File: src/rtl/div_pkg.sv
// Shared definitions for the sequential signed divider: FSM state encoding,
// default operand width and the iteration-counter width helper.
package div_pkg;

  localparam int DEFAULT_WIDTH = 32;

  // Two bits cover the four phases of one division.
  typedef enum logic [1:0] {
    IDLE = 2'd0,
    CALC = 2'd1,
    FIX  = 2'd2,
    DONE = 2'd3
  } state_e;

  // The counter has to hold the value WIDTH itself, not just WIDTH-1.
  function automatic int cnt_width(input int width);
    return $clog2(width + 1);
  endfunction

  localparam int DEFAULT_CNT_W = cnt_width(DEFAULT_WIDTH);

endpackage

File: src/rtl/div_restore_step.sv
// One restoring-division step on magnitudes. The partial remainder is shifted
// left to take in the next dividend bit (WIDTH+1 bits wide). The divisor is
// then trial-subtracted. The difference is kept when it is non-negative;
// otherwise the shifted value is restored.
module div_restore_step
  import div_pkg::*;
#(
  parameter int WIDTH = DEFAULT_WIDTH
) (
  input  logic [WIDTH-1:0] i_rem,  // partial remainder, always < i_div
  input  logic [WIDTH-1:0] i_div,  // divisor magnitude, non-zero
  input  logic             i_bit,  // next dividend bit, MSB first
  output logic [WIDTH-1:0] o_rem,  // next partial remainder, < i_div
  output logic             o_q_bit // quotient bit produced by this step
);

  logic [WIDTH:0]   w_shift;
  logic [WIDTH-1:0] w_diff;

  assign w_shift = {i_rem, i_bit};

  // A non-negative trial difference is the same as shifted >= divisor.
  assign o_q_bit = (w_shift >= {1'b0, i_div});

  // The difference is only kept when it is below the divisor. It then fits in
  // WIDTH bits, so modular subtraction of the low bits gives the exact value.
  assign w_diff = w_shift[WIDTH-1:0] - i_div;

  assign o_rem = o_q_bit ? w_diff : w_shift[WIDTH-1:0];

endmodule

File: src/rtl/seq_signed_divider.sv
// Iterative signed divider. It takes the magnitudes of both operands and
// produces one restoring-division quotient bit per clock. A final step
// applies the signs: the quotient truncates toward zero and the remainder
// takes the sign of the dividend. Start/busy/done handshake.
module seq_signed_divider
  import div_pkg::*;
#(
  parameter int WIDTH = DEFAULT_WIDTH
) (
  input  logic             clk,
  input  logic             rst_n,
  input  logic             start,
  input  logic [WIDTH-1:0] a,
  input  logic [WIDTH-1:0] b,
  output logic             busy,
  output logic             done,
  output logic [WIDTH-1:0] quotient,
  output logic [WIDTH-1:0] remainder,
  output logic             div_by_zero
);

  localparam int CNT_W = cnt_width(WIDTH);

  state_e           r_state;
  state_e           w_state_nxt;
  logic [CNT_W-1:0] r_cnt;
  logic [WIDTH-1:0] r_a;      // original dividend, returned on divide-by-zero
  logic [WIDTH-1:0] r_dvd;    // dividend magnitude shifting out, quotient shifting in
  logic [WIDTH-1:0] r_dvs;    // divisor magnitude
  logic [WIDTH-1:0] r_rem;    // partial remainder magnitude
  logic [WIDTH-1:0] r_quot;
  logic [WIDTH-1:0] r_rmdr;
  logic             r_dbz;
  logic             r_sign_q;
  logic             r_sign_r;

  logic [WIDTH-1:0] w_a_mag;
  logic [WIDTH-1:0] w_b_mag;
  logic [WIDTH-1:0] w_rem_nxt;
  logic             w_q_bit;
  logic             w_b_zero;

  // The magnitude of -2^(WIDTH-1) is 2^(WIDTH-1), which still fits when the
  // value is read as unsigned.
  assign w_a_mag  = a[WIDTH-1] ? -a : a;
  assign w_b_mag  = b[WIDTH-1] ? -b : b;
  assign w_b_zero = (b == '0);

  div_restore_step #(.WIDTH(WIDTH)) u_step (
    .i_rem   (r_rem),
    .i_div   (r_dvs),
    .i_bit   (r_dvd[WIDTH-1]),
    .o_rem   (w_rem_nxt),
    .o_q_bit (w_q_bit)
  );

  // State register; reset aborts any operation in flight.
  always_ff @(posedge clk) begin
    // NOTE: sequential state uses non-blocking assignments only, so every
    // register samples the values from before the edge.
    if (!rst_n) r_state <= IDLE;
    else        r_state <= w_state_nxt;
  end

  // Next-state logic and handshake outputs.
  always_comb begin
    // NOTE: every signal is given a default first, so no path can leave it
    // unassigned and infer a latch.
    w_state_nxt = r_state;
    busy        = 1'b0;
    done        = 1'b0;
    unique case (r_state)
      IDLE: if (start) w_state_nxt = w_b_zero ? FIX : CALC;
      CALC: begin
        busy = 1'b1;
        if (r_cnt == CNT_W'(1)) w_state_nxt = FIX;
      end
      FIX: begin
        busy        = 1'b1;
        w_state_nxt = DONE;
      end
      DONE: begin
        done        = 1'b1;
        w_state_nxt = IDLE;
      end
      default: w_state_nxt = IDLE;
    endcase
  end

  // Operand capture, iteration datapath and sign fix-up of the results.
  always_ff @(posedge clk) begin
    // NOTE: the datapath has no memories, so every register is reset. This
    // keeps the visible results and internal state defined after reset.
    if (!rst_n) begin
      r_cnt    <= '0;
      r_a      <= '0;
      r_dvd    <= '0;
      r_dvs    <= '0;
      r_rem    <= '0;
      r_quot   <= '0;
      r_rmdr   <= '0;
      r_dbz    <= 1'b0;
      r_sign_q <= 1'b0;
      r_sign_r <= 1'b0;
    end else begin
      unique case (r_state)
        IDLE: begin
          if (start) begin
            r_a      <= a;
            r_sign_q <= a[WIDTH-1] ^ b[WIDTH-1];
            r_sign_r <= a[WIDTH-1];
            r_dvd    <= w_a_mag;
            r_dvs    <= w_b_mag;
            r_rem    <= '0;
            r_cnt    <= w_b_zero ? '0 : CNT_W'(WIDTH);
            r_dbz    <= 1'b0;
          end
        end
        CALC: begin
          r_rem <= w_rem_nxt;
          r_dvd <= {r_dvd[WIDTH-2:0], w_q_bit};
          r_cnt <= r_cnt - CNT_W'(1);
        end
        FIX: begin
          if (r_dvs == '0) begin
            r_quot <= '1;
            r_rmdr <= r_a;
            r_dbz  <= 1'b1;
          end else begin
            // -2^(WIDTH-1) / -1 wraps back to -2^(WIDTH-1) here by design.
            r_quot <= r_sign_q ? -r_dvd : r_dvd;
            r_rmdr <= r_sign_r ? -r_rem : r_rem;
          end
        end
        default: ;
      endcase
    end
  end

  assign quotient    = r_quot;
  assign remainder   = r_rmdr;
  assign div_by_zero = r_dbz;

endmodule
File: config.mk
export PLATFORM = sky130hd
export DESIGN_NAME = seq_signed_divider
export DESIGN_NICKNAME = d
export VERILOG_FILES = /design/src/rtl/div_pkg.sv /design/src/rtl/div_restore_step.sv /design/src/rtl/seq_signed_divider.sv
export SDC_FILE = /design/constraint.sdc
export NUM_CORES = 1
export LEC_CHECK = 0
export CAP_MARGIN = 20
export CORE_MARGIN = 2
export CORE_UTILIZATION = 62
export DETAILED_ROUTE_END_ITERATION = 6
export GPL_TIMING_DRIVEN = 1
export PLACE_DENSITY_LB_ADDON = 0.15
export SLEW_MARGIN = 25
export SYNTH_ARGS = -nofsm -noshare
export SYNTH_HDL_FRONTEND = slang
export SYNTH_SLANG_ARGS = --single-unit
File: constraint.sdc
create_clock -name clk -period 8.2 [get_ports clk]
set_input_delay 2.46 -clock clk [delete_from_list [all_inputs] [get_ports clk]]
set_output_delay 2.46 -clock clk [all_outputs]
set_load 0.1 [all_outputs]
==> results of run 1 <==
per-layer routing:
metal | routed length [um] | GRT usage, %
met3 | 2200 | 3.48
met4 | 1610 | 13.9
met2 | 16600 | 55.2
met5 | 0 | 0
met1 | 14800 | 41.8
power breakdown:
part           total, mW  switching, mW  internal (mW)
Combinational       2.38           1.63          0.751
Clock               1.00          0.409          0.591
Sequential          1.42          0.215           1.21
sequential cells by signal (all words and copies together), names as in the netlist:
name	flops
r_rem	32
r_cnt	6
r_dvd	32
div_by_zero	1
r_state	2
r_dvs	32
quotient	32
r_sign_q	1
remainder	32
r_a	32
path summary, 6_finish.rpt:
path / to / slack [ps] / cells after the start
setup / recovery: r_dvd[31] / 3030 / 8
hold / removal: r_a[3] / 460 / 2
setup reg to reg: r_rem[22] / 4270 / 12
hold reg to reg: r_a[3] / 460 / 2
area by class of cell:
cell class                 count  area [um^2]  area share, %
clock inverter                 5         52.6          0.360
inverter                      58          218           1.49
clock buffer                  35          671           4.60
multi-input combinational   1235         7820           53.6
tap                          265          332           2.27
sequential                   202         4050           27.7
timing repair buffer         147         1450           9.93
cells in the mapped netlist, drive strengths merged (32+ instances only):
cell type / count / area [um^2]
ha: 42 / 526
a21oi: 109 / 546
nor2: 71 / 267
nand2: 263 / 987
inv: 57 / 214
o211a: 44 / 440
a21boi: 49 / 368
clkbuf: 89 / 334
xor2: 82 / 718
o31ai: 32 / 245
xnor2: 64 / 561
o21ai: 179 / 896
dfxtp: 202 / 4040
logic make-up (layout without fill, tap and decap cells):
group / Yosys count / count (layout) / share of synthesized area [%]
DFF: 202 / 202 / 32.6
adders and majority gates: 43 / 43 / 4.39
AOI/OAI and AO/OA: 507 / 507 / 26.4
and+or+nand+nor: 507 / 507 / 19.0
xor gates and xnor gates: 146 / 146 / 10.3
muxes: 32 / 32 / 2.59
buffers and inverters: 156 / 245 / 4.74
critical path: stages:
cell and delay [ps]:
clkdlybuf4s50_1 500, or4_4 590, or3_1 340, or4_4 580
or3_4 370, or3_4 340, o311ai_2 250, o211a_1 170
stage by stage:
stage / utilization (%) / setup slack [ps]
6_report: 74.7 / 3030
4_1_cts: 74.6 / 3040
2_1_floorplan: - / 3200
5_1_grt: 74.7 / 2890
3_5_place_dp: 70.9 / 2520
3_3_place_gp: 70.9 / 2550
==> metrics.md, run 1 <==
| Metric | Value |
|---|---|
| Crit-path max FO | `6` |
| Ratio of cells with drive above 1 in the final layout | `4.22%` |
| Die area | `21200 um^2` |
| Actual slew at the worst max-slew pin | `1060 ps` |
| HP Class | `reg -> reg` |
| Area Growth Syn to Fin | `17.5%` |
| Congestion Overflow GR | `0` |
| HPWL Detailed | `25000 um` |
| Setup repair after global routing missed its margin | `false` |
| Post-synth EDFFs | `0` |
| Dpl cell area | `13800 um^2` |
| Via-to-Cell Ratio | `6.11` |
| Fmax | `193 MHz` |
| PortBufs | `133` |
| Clock skew | `13.5 ps` |
| Peak supply drop | `205 uV` |
| ANT nets after route | `0` |
| Most frequent cells in the layout | `nand2_1, dfxtp_1, o21ai_0` |
| Inserted Clock Buffers | `22` |
| CP startpoint kind | `primary input` |
| Worst setup path start | `a[6]` |
| Total power | `4.80 mW` |
| Gr usage total | `32.4%` |
| Nets | `1776` |
| Number of top-level pins | `134` |
| Fin. Hold Viols | `0` |
| Yosys warning count | `0` |
| Tmin final | `5170 ps` |
| HP Start | `r_a[3]` |
| Synth Cell Area | `12400 um^2` |
| Most common cell after layout, fill and taps aside | `nand2_1` |
| CTS tree | `done` |
| FF-to-FF Start | `r_dvs[9]` |
| Worst-path clk slew | `60 ps` |
| Yosys reg bits | `202` |
| Total number of vias | `11900` |
| Mapped Nets | `1703` |
| Non-Filler Instances | `1947` |
| Final estimated routing congestion in global placement | `0.955` |
| Clock Tree Root | `clkbuf_16` |
| Setup Buffers After CTS | `0` |
| Hold-fix buffers at CTS | `0` |
| Final wirelength | `35200 um` |
| Critical Path AT | `5620 ps` |
| Status | `completed` |
| Hold WS | `463 ps` |
| Syn Inst Count | `1593` |
| Initial DRC Count | `980` |
| Sink Count | `202` |
| Starting Density | `63.6%` |
| Final period util | `63.0%` |
| Ys async rst share | `0%` |
| Crit Path Category | `in -> reg` |
| Setup TNS | `0 ps` |
| Remaining DRCs | `0` |
| Die Ht | `146 um` |
| WL/cell | `18.1 um` |
| PD cells | `329 nW/um^2` |
| Rel. slew slack | `29.4%` |
| Leak | `5.80 nW` |
| CP required | `8650 ps` |
| Vias in the first global route | `11400` |
| Dpl cells | `1906` |
| Synth cell types | `67` |
| Top_reg_cell synth | `dfxtp_1` |
| Core Rows | `51` |
| Register area share after synthesis | `32.6%` |
| H-tree depth | `1` |
| CP Capture Type | `flop` |
| Avg Inst Size Synth | `7.79 um^2` |
| Clk Latency, worst-skew pair | `510 ps` |
| Die width | `146 um` |
| Max_cap viols | `0` |
| Clock Path Buffers | `3` |
| Final Max Slew Viols | `0` |
| Ant diodes | `0` |
| Fillers | `1585` |
| Largest net degree at the start of global routing | `106` |
| Core region area | `19500 um^2` |
| Count of final setup violators | `0` |
| Global-route wire length before repair | `57300 um` |
| CTS resizes | `0` |
| Detailed Routing Iterations Pass 1 | `5` |
| Finished Cell Area | `14600 um^2` |
| Initial antenna violation count | `0` |
Power figures use the tool's default switching activity.
==> inputs of run 2 (changes only) <==
--- a/config.mk
+++ b/config.mk
@@ -7,7 +7,7 @@
 export LEC_CHECK = 0
 export CAP_MARGIN = 20
 export CORE_MARGIN = 2
-export CORE_UTILIZATION = 62
+export CORE_UTILIZATION = 52
 export DETAILED_ROUTE_END_ITERATION = 6
 export GPL_TIMING_DRIVEN = 1
 export PLACE_DENSITY_LB_ADDON = 0.15
==> constraint.sdc (replaced) <==
create_clock -name clk -period 4.58 [get_ports clk]
set_input_delay 1.374 -clock clk [delete_from_list [all_inputs] [get_ports clk]]
set_output_delay 1.374 -clock clk [all_outputs]
set_load 0.1 [all_outputs]
==> run 2 against run 1 <==
Sequential cell count unchanged; first-iteration DRC count down 18%; worst setup slack worse by 2500 ps; final area up 1.9%; clock-buffer cell count down 2; routed wire length up 2.5%; clock skew about the same; critical endpoint is now r_dvd[29]; largest cell class unchanged; largest power group unchanged.
==> metrics.md, run 2 (synthesis results as in run 1) <==
| Metric | Value |
|---|---|
| CTS resizes | `0 (unchanged)` |
| PD cells | `590 nW/um^2 (+79%)` |
| Int Power | `4.69 mW (+84%)` |
| Gr usage total | `28.5% (-3.9 points)` |
| Final WS setup | `570 ps (-2460 ps)` |
| Inserted Clock Buffers | `23 (+4.5%)` |
| Initial DRC Count | `799 (-18%)` |
| Final estimated routing congestion in global placement | `0.950 (-0.51%)` |
| Dpl cell area | `14000 um^2 (+1.4%)` |
| CTS tree | `done` |
| Finished Cell Area | `14900 um^2 (+1.9%)` |
| Final Max Slew Viols | `0 (unchanged)` |
| Crit-path max FO | `4 (-2)` |
| WL/cell | `17.9 um (-1.0%)` |
| Switching power | `4.08 mW (+81%)` |
| HP Class | `reg -> reg` |
| Starting Density | `52.9% (-11 points)` |
| FF-to-FF Start | `r_dvs[9]` |
| Die width | `159 um (+8.9%)` |
| Most common cell after layout, fill and taps aside | `nand2_1` |
| Detailed Routing Iterations Pass 1 | `5 (unchanged)` |
| Clk Latency, worst-skew pair | `530 ps (+20 ps)` |
| Cell breakdown of the critical path | `clkdlybuf4s50_1, or4_4, or3_1, or4_4, or3_4, or3_4, nand2_1, xnor2_1, mux2i_1, o21ai_1` |
| Congestion Overflow GR | `0 (unchanged)` |
| Nets | `1791 (+0.84%)` |
| Setup Buffers After CTS | `0 (unchanged)` |
| Total number of vias | `11900 (-0.14%)` |
| Sink Count | `202 (unchanged)` |
| Power share of the clock group | `21.9% (+1.1 points)` |
| Fmax | `249 MHz` |
| Ratio of cells with drive above 1 in the final layout | `5.36% (+1.1 points)` |
| Setup TNS | `0 ps (unchanged)` |
| Final Core Density | `63.3% (-11 points)` |
| Non-Filler Instances | `2017 (+3.6%)` |
| Via-to-Cell Ratio | `5.88 (-3.6%)` |
| Core region area | `23500 um^2 (+20%)` |
| Number of top-level pins | `134 (unchanged)` |
| Peak supply drop | `380 uV (+86%)` |
| Critical Path AT | `4460 ps (-1160 ps)` |
| Final wirelength | `36100 um (+2.5%)` |
| Dpl cells | `1974 (+3.6%)` |
| Leak | `5.92 nW (+2.1%)` |
| Tmin final | `4010 ps` |
| HPWL Detailed | `26200 um (+4.7%)` |
| Largest net degree at the start of global routing | `115 (+8.5%)` |
| Switch share | `46.6% (-0.31 points)` |
| Remaining DRCs | `0 (unchanged)` |
| Most frequent cells in the layout | `nand2_1, dfxtp_1, o21ai_0` |
| Worst setup path start | `a[6]` |
| CP Capture Type | `flop` |
| ANT nets after route | `0 (unchanged)` |
| Clock Tree Root | `clkbuf_16` |
| CP top delay family | `simple AND/OR/NAND/NOR gates` |
| PortBufs | `133 (unchanged)` |
| Final period util | `87.6%` |
| Pre-CTS setup slack | `93.8 ps (-2430 ps)` |
| Fillers | `2079 (+31%)` |
| Ant diodes | `0 (unchanged)` |
| Clock Path Buffers | `3 (unchanged)` |
| CP required | `5030 ps (-3620 ps)` |
| Rel. slew slack | `26.3% (-3.1 points)` |
| Area Growth Syn to Fin | `19.7%` |
| Global-route wire length before repair | `57400 um (+0.14%)` |
| Status | `completed` |
| Hold WS | `468 ps (+4.37 ps)` |
| FF/Latch Area | `4050 um^2 (unchanged)` |
| Die Ht | `159 um (+8.9%)` |
| Crit Path Category | `in -> reg` |
| Total power | `8.77 mW (+83%)` |
| Fin. Hold Viols | `0 (unchanged)` |
| Worst Path Buf+Inv | `1 (unchanged)` |
| CP startpoint kind | `primary input` |
| Core Rows | `56 (+9.8%)` |
| Actual slew at the worst max-slew pin | `1100 ps (+45.8 ps)` |
| Vias in the first global route | `11200 (-1.7%)` |
| Power share of the combinational group | `49.0% (-0.5 points)` |
| Flop pwr share | `29.2% (-0.5 points)` |
| Max_cap viols | `0 (unchanged)` |
| Area occupied by multi-input gates | `7820 um^2 (unchanged)` |
| Hold-fix buffers at CTS | `0 (unchanged)` |
| HP Start | `r_a[26]` |
| Initial antenna violation count | `0 (unchanged)` |
| Worst-path clk slew | `60 ps (about the same)` |
| Die area | `25100 um^2 (+19%)` |
| Critical path's slowest cell | `or4_4` |
| Setup repair after global routing missed its margin | `false` |
| Count of final setup violators | `0 (unchanged)` |
| H-tree depth | `1 (unchanged)` |
| Slowest stage delay, CP | `570 ps (-20 ps)` |
| Clock skew | `13.1 ps (-0.374 ps)` |
[run 2: tightest hold or removal path, cell delays in order, from the launching register on]
cell	delay, ps
dfxtp_1	310
nand2_1	50
a21boi_0	60
[run 2: cell type report]
cell class | instances | share of cell area [%]
well taps | 319 | 2.69
multi-input cells | 1235 | 52.6
inverters | 58 | 1.46
clock inverters | 9 | 0.766
clock buffers | 33 | 4.60
repair buffers | 161 | 10.6
flip-flops and latches | 202 | 27.2
[run 2: final timing paths]
check,endpoint,slack (ps),cells past startpoint
hold / removal,r_a[26],470,2
setup reg to reg,r_rem[22],960,12
hold reg to reg,r_a[26],470,2
setup / recovery,r_dvd[29],570,10
[run 2: power by group through the flow]
| stage | Clock (mW) | Sequential, mW | Combinational (mW) |
|---|---|---|---|
| floorplan | 0 | 3.48 | 2.24 |
| global placement | 0 | 2.57 | 4.20 |
| detailed placement | 0 | 2.58 | 4.24 |
| CTS | 1.94 | 2.55 | 4.26 |
| global route | 2.02 | 2.61 | 4.63 |
| finish | 1.92 | 2.56 | 4.30 |
[run 2: metal layers]
metal | vias to the layer above | routed length [um] | global-route usage, % | part of all wire, %
met2 | 368 | 17000 | 49.1 | 47
met4 | 0 | 1550 | 12.1 | 4.3
li1 | 5824 | - | - | -
met3 | 84 | 1890 | 3.73 | 5.2
met5 | - | 0 | 0 | 0
met1 | 5594 | 15700 | 35.8 | 43
